[config.mk]
export PLATFORM = sky130hd
export DESIGN_NAME = store_lane_packer
export DESIGN_NICKNAME = d
export VERILOG_FILES = /design/src/rtl/store_lane_packer.sv
export SDC_FILE = /design/constraint.sdc
export NUM_CORES = 1
export LEC_CHECK = 0
export BUFFER_PORTS_ARGS = -buffer_cell sky130_fd_sc_hd__clkbuf_2
export CAP_MARGIN = 5
export CORE_ASPECT_RATIO = 1.4
export CORE_MARGIN = 2
export CORE_UTILIZATION = 49
export CTS_BUF_LIST = sky130_fd_sc_hd__clkbuf_16
export DETAILED_ROUTE_END_ITERATION = 8
export PLACE_DENSITY = 0.78
export SETUP_SLACK_MARGIN = 0.2
export SYNTH_ARGS = -nofsm -noshare
export SYNTH_HDL_FRONTEND = slang
export SYNTH_SLANG_ARGS = --single-unit
[constraint.sdc]
create_clock -name clk -period 5.9 [get_ports clk]
set_input_delay 0.59 -clock clk [delete_from_list [all_inputs] [get_ports clk]]
set_output_delay 0.59 -clock clk [all_outputs]
set_load 0.05 [all_outputs]
[src/rtl/store_lane_packer.sv]
// Store lane packer: narrows a 32-bit store to a word-aligned memory beat with byte enables.
// Define STORE_SPLIT_EN to split misaligned stores into two beats instead of rejecting them.
module store_lane_packer #(
    parameter int ADDR_W = 32,
    parameter int STAT_W = 16
) (
    input  logic              clk,
    input  logic              rst,
    input  logic              req_valid,
    output logic              req_ready,
    input  logic [ADDR_W-1:0] req_addr,
    input  logic [31:0]       req_data,
    input  logic [1:0]        req_size,
    output logic              mem_valid,
    input  logic              mem_ready,
    output logic [ADDR_W-1:0] mem_addr,
    output logic [31:0]       mem_wdata,
    output logic [3:0]        mem_be,
    output logic              err_misalign,
    output logic              err_size,
    output logic [ADDR_W-1:0] err_addr,
    output logic [STAT_W-1:0] store_cnt
);

`ifdef STORE_SPLIT_EN
    localparam bit SPLIT_EN = 1'b1;
`else
    localparam bit SPLIT_EN = 1'b0;
`endif

    // state | meaning
    // IDLE  | waiting for a request, req_ready=1
    // BEAT1 | first (or only) write beat presented to memory
    // BEAT2 | upper-word beat of a split misaligned store
    // ERR   | one-cycle error pulse, request rejected
    typedef enum logic [1:0] {IDLE, BEAT1, BEAT2, ERR} state_t;

    state_t      state, state_nxt;
    logic        accept;
    logic [1:0]  off;
    logic [3:0]  base_mask;
    logic [6:0]  lane_mask;
    logic        misalign;
    logic        size_bad;
    logic [31:0] rot_data;
    logic [2:0]  be_hi;
    logic        split_pend;

    assign off      = req_addr[1:0];
    assign size_bad = (req_size == 2'b11);
    assign misalign = ((req_size == 2'b01) && off[0]) || ((req_size == 2'b10) && (off != 2'b00));

    always_comb begin
        base_mask = 4'b0001;
        case (req_size)
            2'b01:   base_mask = 4'b0011;
            2'b10:   base_mask = 4'b1111;
            default: base_mask = 4'b0001;
        endcase
    end

    assign lane_mask = {3'b000, base_mask} << off;

    always_comb begin
        rot_data = req_data;
        case (off)
            2'd1:    rot_data = {req_data[23:0], req_data[31:24]};
            2'd2:    rot_data = {req_data[15:0], req_data[31:16]};
            2'd3:    rot_data = {req_data[7:0],  req_data[31:8]};
            default: rot_data = req_data;
        endcase
    end

    always_ff @(posedge clk or posedge rst) begin
        if (rst) state <= IDLE;
        else     state <= state_nxt;
    end

    always_comb begin
        state_nxt = state;
        req_ready = 1'b0;
        accept    = 1'b0;
        case (state)
            IDLE: begin
                req_ready = 1'b1;
                accept    = req_valid;
                if (req_valid) begin
                    if (size_bad || (misalign && !SPLIT_EN)) state_nxt = ERR;
                    else                                     state_nxt = BEAT1;
                end
            end
            BEAT1:   if (mem_ready) state_nxt = split_pend ? BEAT2 : IDLE;
            BEAT2:   if (mem_ready) state_nxt = IDLE;
            default: state_nxt = IDLE;
        endcase
    end

    always_ff @(posedge clk or posedge rst) begin
        if (rst) begin
            mem_valid    <= 1'b0;
            mem_addr     <= '0;
            mem_wdata    <= '0;
            mem_be       <= '0;
            be_hi        <= '0;
            split_pend   <= 1'b0;
            err_misalign <= 1'b0;
            err_size     <= 1'b0;
            err_addr     <= '0;
            store_cnt    <= '0;
        end else begin
            err_misalign <= 1'b0;
            err_size     <= 1'b0;
            if (accept) begin
                if (size_bad) begin
                    err_size <= 1'b1;
                    err_addr <= req_addr;
                end else if (misalign && !SPLIT_EN) begin
                    err_misalign <= 1'b1;
                    err_addr     <= req_addr;
                end else begin
                    mem_valid  <= 1'b1;
                    mem_addr   <= {req_addr[ADDR_W-1:2], 2'b00};
                    mem_wdata  <= rot_data;
                    mem_be     <= lane_mask[3:0];
                    be_hi      <= lane_mask[6:4];
                    split_pend <= misalign;
                end
            end else if ((state == BEAT1 || state == BEAT2) && mem_ready) begin
                if (state == BEAT1 && split_pend) begin
                    // Second beat keeps the rotated data; only the word and lanes move.
                    mem_addr   <= mem_addr + ADDR_W'(4);
                    mem_be     <= {1'b0, be_hi};
                    split_pend <= 1'b0;
                end else begin
                    mem_valid <= 1'b0;
                    if (store_cnt != {STAT_W{1'b1}}) store_cnt <= store_cnt + 1'b1;
                end
            end
        end
    end

endmodule
==> flow_summary.yaml, run 1 <==
power_and_ir_drop:
  comb_power_share_pct: 50.6
  clockPowerShare_pct: 20.8
  intPower_w: 0.00256
  p_total_w: 0.00496
  seq_power_share_pct: 28.6
  power_switching_w: 0.00240
  swShare_pct: 48.4
  peakVddDrop_mv: 0.432
  p_leak_nw: 3.67
  power_density_nw_per_um2: 671
die:
  die-width_um: 95.9
  ios: 190
  num_rows: 47
  die_h_um: 133
  fp.coreArea_um2: 11700
  dieArea_um2: 12700
  initial_core_util_pct: 49.5
timing:
  finalSetupTns_ps: 0
  holdWs_ps: 263
  final_max_slew_viol_count: 0
  relSlewSlack_pct: 29.4
  fin_ws_ps: 2790
  min_period_ps: 3110
  max_clock_freq_mhz: 322
  period_share_pct: 52.6
  rsz0062_at_grt: "no"
  finClkSkew_ps: 8.72
  setup_violations: 0
  hold_viol_final: 0
  worst_slew_pin_slew_ps: 1060
clocking:
  cts_made_buffers: 17
  clk_path_buf_depth: 2
  clkTransAtPathRegs_ps: 60
  clockRootBuffer: "clkbuf_16"
  post-cts-setup-buffers: 0
  cts_tree: "yes"
  clock_latency_ps: 420
  postCtsHoldBufs: 0
  ctsResizeCount: 0
  cts_sinks: 119
  h-tree-depth: 4
synth:
  synth_flop_cell: "dfrtp_1"
  yosys-top-cells-area: "dfrtp_1, mux2_4, mux4_2, mux2_2, ha_1"
  synth.distinct_cells: 43
  postSynthAreaPerCell_um2: 15.7
  yosys_warnings: 0
  synth_top_cell_by_area: "dfrtp_1"
  synth_cells: 370
  synthArstFlopShare_pct: 100
  synth_edf_count: 0
  synth_top_area_share_pct: 51.4
  seq_area_frac_synth_pct: 51.4
  syn_area_um2: 5790
  synth_seq_cells: 119
drt:
  post_drt_wl_per_cell_um: 17.8
  drt-vias-per-instance: 5.39
  postRouteWirelength_um: 12800
  antenna_left: 0
  drtIter0Drc: 107
  dr.pass1.iters: 4
  vias: 3882
  post-route-drc-count: 0
setup_path:
  cp-end-kind: "flip-flop"
  crit_required_ps: 6190
  worst-setup-path-type: "primary input to flip-flop"
  worstPathArrival_ps: 3400
  startpoint: "req_addr[0]"
  path_max_fanout: 38
  rr_startpoint: "state[1]$_DFFE_PP0P_"
  crit_path_start_kind: "primary input"
run_status:
  status: "completed"
finish:
  areaGrowthSynthToFinish_pct: 27.6
  final_cells: 720
  nNetsFinal: 636
  layout-drive-gt1-share_pct: 62.1
place:
  gp_congestion: 0.809
  io_buffers: 187
  dpl.cell_count: 687
  place_ws_ps: 2300
  place_hpwl_um: 9350
grt:
  overflow: 0
  grt_antenna_before_repair: 1
  grt.total_usage_pct: 21.1
  grt_max_degree: 66
  grt_pass1_vias: 4024
  grt_pass1_wl_um: 20300
worst_hold_path:
  worstHoldPathType: "primary input to async pin"
run:
  drv_cap: 0
[final cells by class]
class	count	area, um2
fill	928	4310
multi-input combinational	222	2640
timing repair buffer	191	966
antenna	1	2.50
sequential	119	2980
tap	147	184
clock inverter	15	168
inverter	8	32.5
clock buffer	17	425
[power by group through the flow]
stage | Clock [W] | Combinational (W) | Sequential, W
detailed placement | 0 | 0.00253 | 0.00142
floorplan | 0 | 0.000703 | 0.00268
finish | 0.00103 | 0.00251 | 0.00142
global route | 0.00109 | 0.00261 | 0.00146
CTS | 0.00105 | 0.00253 | 0.00142
global placement | 0 | 0.00248 | 0.00141
[layer usage]
metal / routed length [um] / vias up / global-route usage (%)
li1: - / 1762 / -
met1: 4880 / 1964 / 25.1
met2: 6790 / 130 / 34.9
met3: 789 / 26 / 6.26
met4: 363 / 0 / 9.44
met5: 0 / - / 0
[state kept, by name, summed over array words and instances (netlist names)]
signal / cells
err_addr: 32
err_misalign: 1
err_size: 1
mem_addr: 30
mem_be: 4
mem_valid: 1
mem_wdata: 32
state: 2
store_cnt: 16
[stage by stage]
stage | util (%) | area, um2
final | 63.2 | 7390
after global routing | 63.1 | 7390
after CTS | 63.1 | 7390
after detailed placement | 58.1 | 6800
after global placement | 58.1 | 6800
after floorplan | - | 5800
[worst paths after layout]
path                                             to  slack, ps  cells past startpoint
max                         mem_addr[3]$_DFFE_PP0P_       2790                      5
min                         err_addr[7]$_DFFE_PP0P_        260                      2
max reg2reg                mem_addr[20]$_DFFE_PP0P_       3010                      6
min reg2reg                   mem_be[3]$_DFFE_PP0P_        490                      1
max in group asynchronous   err_addr[4]$_DFFE_PP0P_       4330                      3
min in group clk           mem_addr[15]$_DFFE_PP0P_        420                      2
[synth_stat cells (2+ instances only)]
library cell  count
a21oi_1           4
mux2_4           48
buf_2            11
a211oi_1          4
nand4_1           8
mux2_2           46
and2_1            3
buf_6             5
nor2_1            8
mux2_1            2
xor2_1            6
ha_1              7
o21ai_0           2
and4_1            3
dfrtp_1         119
mux4_2           32
xnor2_1           7
nand2_1          11
nand3_1           7
inv_1             8
buf_4             5
and3_1            3
[cell families after synthesis]
group | synth area share [%]
AOI/OAI and AO/OA | 2.70
xor gates and xnor gates | 1.97
adders and majority gates | 1.51
buffers and inverters | 3.15
DFF | 51.4
muxes | 34.4
other | 0.0647
and+or+nand+nor | 4.82
[worst max-delay path, stage by stage]
cell and delay [ps]:
clkbuf_2 770, o21ai_1 240, nand4b_1 810, buf_4 570, mux2_2 400
[cell usage in the layout (no fill, tap or decap), types with 2 or more instances in the layout]
master / count
clkinvlp_4: 3
and2_1: 3
inv_1: 7
mux4_2: 32
bufinv_16: 2
xor2_1: 6
clkbuf_2: 187
conb_1: 2
a21oi_1: 4
xnor2_1: 7
inv_6: 5
and3_1: 3
clkbuf_16: 17
mux2_2: 46
mux2_4: 48
mux2_1: 2
and4_1: 3
nand3_1: 7
dfrtp_1: 119
ha_1: 7
o21ai_0: 2
buf_4: 4
nand2_1: 11
clkinv_4: 3
nand4_1: 8
a211oi_1: 4
nor2_1: 8
Note: power is estimated with default switching activity, not from simulation.
==> run 2, diff against run 1 <==
- CORE_UTILIZATION: 49 -> 46
- PLACE_DENSITY: 0.78 -> 0.77
- clock period: 5.9 -> 2.85 ns (I/O delays scaled with it)
==> flow_summary.yaml, run 2 (same netlist as run 1, synthesis figures left out) <==
setup_path:
  crit_slowest_cell: "nand4b_1"
  path_max_fanout: 25
  crit_path_start_kind: "flip-flop"
  worstPathArrival_ps: 2620
  cp_cell_sequence: "inv_1 > ha_1 > and2_1 > nand4b_1 > buf_12 > mux2_4"
  cp_slowest_stage_delay_ps: 490
  crit_required_ps: 3140
  cp-end-kind: "flip-flop"
  worst-setup-path-type: "flip-flop to flip-flop"
grt:
  grt_pass1_vias: 4083
  grt.total_usage_pct: 19.7
  grt_pass1_wl_um: 20800
  overflow: 0
  grt_antenna_before_repair: 0
  grt_max_degree: 46
clocking:
  clock_latency_ps: 400
  postCtsHoldBufs: 0
  cts_tree: "yes"
  clkTransAtPathRegs_ps: 60
  post-cts-setup-buffers: 0
  h-tree-depth: 4
  clockRootBuffer: "clkbuf_16"
  cts_sinks: 119
  ctsResizeCount: 0
  clk_path_buf_depth: 2
  cts_made_buffers: 17
die:
  die_h_um: 137
  die-width_um: 98.8
  fp.coreArea_um2: 12300
  initial_core_util_pct: 47.1
  num_rows: 48
  dieArea_um2: 13500
  ios: 190
timing:
  hold_viol_final: 0
  final_max_slew_viol_count: 0
  worst_slew_pin_slew_ps: 893
  rsz0062_at_grt: "no"
  min_period_ps: 2330
  relSlewSlack_pct: 40.4
  finClkSkew_ps: 9.31
  max_clock_freq_mhz: 429
  setup_violations: 0
  finalSetupTns_ps: 0
  period_share_pct: 81.9
power_and_ir_drop:
  p_leak_nw: 3.70
  peakVddDrop_mv: 0.825
  power_density_nw_per_um2: 1370
finish:
  layout-drive-gt1-share_pct: 62.1
  areaGrowthSynthToFinish_pct: 28.6
  finish.instance_area_um2: 7450
  final_cell_mix: "clkbuf_2, dfrtp_1, mux2_4, mux2_2, mux4_2"
  num_antenna_cells: 0
  final_cells: 728
  top_regs: "err_addr: 32 flops, mem_wdata: 32 flops, mem_addr: 30 flops"
  final_common_cell: "clkbuf_2"
  nNetsFinal: 642
drt:
  post_drt_wl_per_cell_um: 18.3
  vias: 3926
  drtIter0Drc: 145
  post-route-drc-count: 0
  postRouteWirelength_um: 13300
  antenna_left: 0
  dr.pass1.iters: 4
  drt-vias-per-instance: 5.39
place:
  io_buffers: 187
  place_hpwl_um: 9740
  dpl.cell_count: 696
  dpl-instance-area_um2: 6900
  gp_congestion: 0.812
run:
  drv_cap: 0
worst_hold_path:
  worstHoldPathType: "primary input to async pin"
run_status:
  status: "completed"
-- run 2: critical path: cells and delay by family, from the launching register on --
kind	cells	cell delay, ps
fa+ha+maj	1	270
buf+inv	2	500
flops	1	380
mux	1	320
simple gates	2	730
-- run 2: final timing paths --
path	start	end	slack, ps	depth (start not counted)
max	state[1]$_DFFE_PP0P_	mem_addr[21]$_DFFE_PP0P_	520	6
min in group clk	req_addr[7]	mem_addr[7]$_DFFE_PP0P_	120	2
min reg2reg	mem_valid$_DFFE_PP0P_	mem_valid$_DFFE_PP0P_	480	2
max reg2reg	state[1]$_DFFE_PP0P_	mem_addr[21]$_DFFE_PP0P_	520	6
max in group asynchronous	rst	err_addr[22]$_DFFE_PP0P_	2050	3
min	rst	mem_addr[31]$_DFFE_PP0P_	30	2
-- run 2: layout make-up --
type	count	area (um2)
Inverter	8	33.8
Clock buffer	17	425
Clock inverter	15	128
Multi-Input combinational cell	222	2640
Sequential cell	119	2980
Fill cell	929	4860
Timing Repair Buffer	197	1060
Tap cell	150	188
-- run 2: routing by layer --
layer	track usage [%]	up-vias	wire, um
li1	-	1774	-
met1	23.6	2006	5060
met2	34.5	122	7280
met3	4.09	24	694
met4	8.45	0	312
met5	0	-	0
-- run 2: through the flow --
| step | worst slack (ps) | total power, W | util, % | hold slack, ps |
|---|---|---|---|---|
| floorplan | 713 | 0.00700 | - | 434 |
| global route | 397 | 0.0106 | 60.5 | 111 |
| global placement | 657 | 0.00810 | 56.0 | 466 |
| CTS | 512 | 0.0103 | 60.5 | 48.5 |
| finish | 516 | 0.0102 | 60.5 | 31.9 |
| detailed placement | 492 | 0.00824 | 56.0 | 463 |
-- run 2: power by group --
group	switching, W	leakage (nW)	total (W)	internal (W)
sequential	0.000490	1.44	0.00295	0.00246
clock	0.000797	0.271	0.00200	0.00120
combinational	0.00368	1.99	0.00524	0.00156
==> run 3, diff against run 2 <==
- ABC_AREA: not set -> 1
- CORE_UTILIZATION: 46 -> 49
- clock period: 2.85 -> 2.35 ns (I/O delays scaled with it)
==> flow_summary.yaml, run 3 <==
synth:
  yosys_warnings: 0
  synth_top_cell_by_area: "dfrtp_1"
  synth_edf_count: 0
  synth.distinct_cells: 31
  synth_flop_cell: "dfrtp_1"
  synthArstFlopShare_pct: 100
  postSynthAreaPerCell_um2: 7.81
  synth_cells: 754
  syn_area_um2: 5890
  seq_area_frac_synth_pct: 50.6
  yosys-top-cells-area: "dfrtp_1, nand2_1, o21ai_0, inv_1, nor2_1"
  yosysMostFrequentCell: "nand2_1"
  synthTopCellsByCount: "nand2_1, dfrtp_1, o21ai_0"
  synth_seq_cells: 119
  synth_top_area_share_pct: 50.6
grt:
  grt_antenna_before_repair: 0
  grt_pass1_wl_um: 24900
  grt_max_degree: 120
  overflow: 0
  grt_pass1_vias: 5226
  grt.total_usage_pct: 23.6
clocking:
  post-cts-setup-buffers: 0
  cts_tree: "yes"
  h-tree-depth: 4
  clockRootBuffer: "clkbuf_16"
  cts_sinks: 119
  clkTransAtPathRegs_ps: 60
  clk_path_buf_depth: 2
  cts_made_buffers: 17
  clock_latency_ps: 410
place:
  place_hpwl_um: 10800
  io_buffers: 187
  gp_congestion: 0.858
  dpl-instance-area_um2: 6890
finish:
  areaGrowthSynthToFinish_pct: 27.2
  top_regs: "err_addr: 32 flops, mem_wdata: 32 flops, mem_addr: 30 flops"
  nNetsFinal: 1012
  layout-drive-gt1-share_pct: 26.1
  num_antenna_cells: 0
  finish.instance_area_um2: 7490
  final_cell_mix: "nand2_1, clkbuf_2, dfrtp_1, o21ai_0, inv_1"
  final_common_cell: "nand2_1"
setup_path:
  cp-end-kind: "flip-flop"
  worstReg2RegEnd: "mem_wdata[3]$_DFFE_PP0P_"
  worst-setup-path-type: "flip-flop to flip-flop"
  cp_slowest_stage_delay_ps: 350
  crit_slowest_cell: "dfrtp_1"
  crit_required_ps: 2640
  r2r_cells: 8
  rr_startpoint: "state[0]$_DFFE_PP0P_"
  cp_cell_sequence: "inv_1 > ha_1 > nand2_1 > nor2_2 > nand2_4 > clkinv_2 > nand2_1 > nand2_1"
  crit_path_start_kind: "flip-flop"
  cp_common_cell: "nand2_1"
  path_max_fanout: 25
  r2r_setup_slack_ps: 430
  startpoint: "state[0]$_DFFE_PP0P_"
  worstPathArrival_ps: 2210
power_and_ir_drop:
  p_total_w: 0.0119
  peakVddDrop_mv: 0.786
  power_density_nw_per_um2: 1590
  p_leak_nw: 4.12
timing:
  max_clock_freq_mhz: 520
  min_period_ps: 1920
  final_max_slew_viol_count: 0
  rsz0062_at_grt: "no"
  finalSetupTns_ps: 0
  relSlewSlack_pct: 55.8
  worst_slew_pin_slew_ps: 663
  holdWs_ps: -17.8
  hold_viol_final: 3
  period_share_pct: 81.8
  finClkSkew_ps: 9.27
  setup_violations: 0
run:
  drv_cap: 0
die:
  die_h_um: 134
  initial_core_util_pct: 50.1
  num_rows: 47
  fp.coreArea_um2: 11800
  die-width_um: 96.7
  ios: 190
  dieArea_um2: 12900
drt:
  drt-vias-per-instance: 5.06
  antenna_left: 0
  drtIter0Drc: 288
  post-route-drc-count: 0
  post_drt_wl_per_cell_um: 14.0
  dr.pass1.iters: 6
  vias: 5535
  postRouteWirelength_um: 15300
run_status:
  status: "finished with violations"
  violations: "hold timing"
worst_hold_path:
  worstHoldPathType: "primary input to async pin"
## run 3: through the flow
stage | cells | util [%] | hold slack [ps] | setup slack (ps)
finish | 1094 | 63.7 | -17.8 | 428
global route | 1094 | 63.7 | 49.2 | 254
CTS | 1094 | 63.7 | 29.9 | 367
detailed placement | 1062 | 58.6 | 467 | 330
global placement | 1062 | 58.6 | 462 | 402
floorplan | 755 | - | 380 | 342
## run 3: what timing repair did
item / in CTS / in global routing
hold buffers: 0 / 0
endpoints found under the hold margin: 0 / 0
endpoints found under the setup margin: 0 / 14
gates resized for setup: 0 / 2
## run 3: power by group
part / internal, W / switching [W]
combinational: 0.00119 / 0.00456
clock: 0.00167 / 0.000969
sequential: 0.00295 / 0.000563
## run 3: worst max-delay path by stage
stage	to	slack (ps)	depth (start not counted)
detailed placement	err_addr[23]$_DFFE_PP0P_	330	9
global route	mem_wdata[1]$_DFFE_PP0P_	250	8
global placement	err_addr[0]$_DFFE_PP0P_	400	9
CTS	mem_wdata[4]$_DFFE_PP0P_	370	8
floorplan	mem_be[0]$_DFFE_PP0P_	340	9
finish	mem_wdata[3]$_DFFE_PP0P_	430	8
## run 3: metal layers
metal	share of wire, %	wire length [um]	track usage, %	vias up
met2	49	7520	38.2	211
met4	2.8	425	11.2	0
met3	5.9	903	5.72	33
met5	0	0	0	-
met1	42	6420	30.0	2542
li1	-	-	-	2749
## run 3: layout make-up
cell class	instances	area (um2)
inverter	65	251
multi-input combinational	533	2430
fill	1019	4270
clock inverter	15	178
timing repair buffer	198	1040
clock buffer	17	425
sequential	119	2980
tap	147	184
## run 3: cell families (layout without fill, tap and decap cells)
group,Yosys count,in the layout,share of synthesized area [%]
AND/OR/NAND/NOR,392,392,26.3
multiplexers,1,1,0.170
other,1,2,0.0637
XOR/XNOR,7,7,1.04
buffers and inverters,103,295,8.35
AO/OA/AOI/OAI,123,123,11.8
adder cells (fa/ha/maj),8,8,1.70
flip-flops,119,119,50.6
## run 3: critical path: cells and delay by family, from the launching register on
| kind | cells | cell delay, ps |
|---|---|---|
| buffers and inverters | 2 | 420 |
| and+or+nand+nor | 5 | 770 |
| adders and majority gates | 1 | 240 |
| DFF | 1 | 350 |
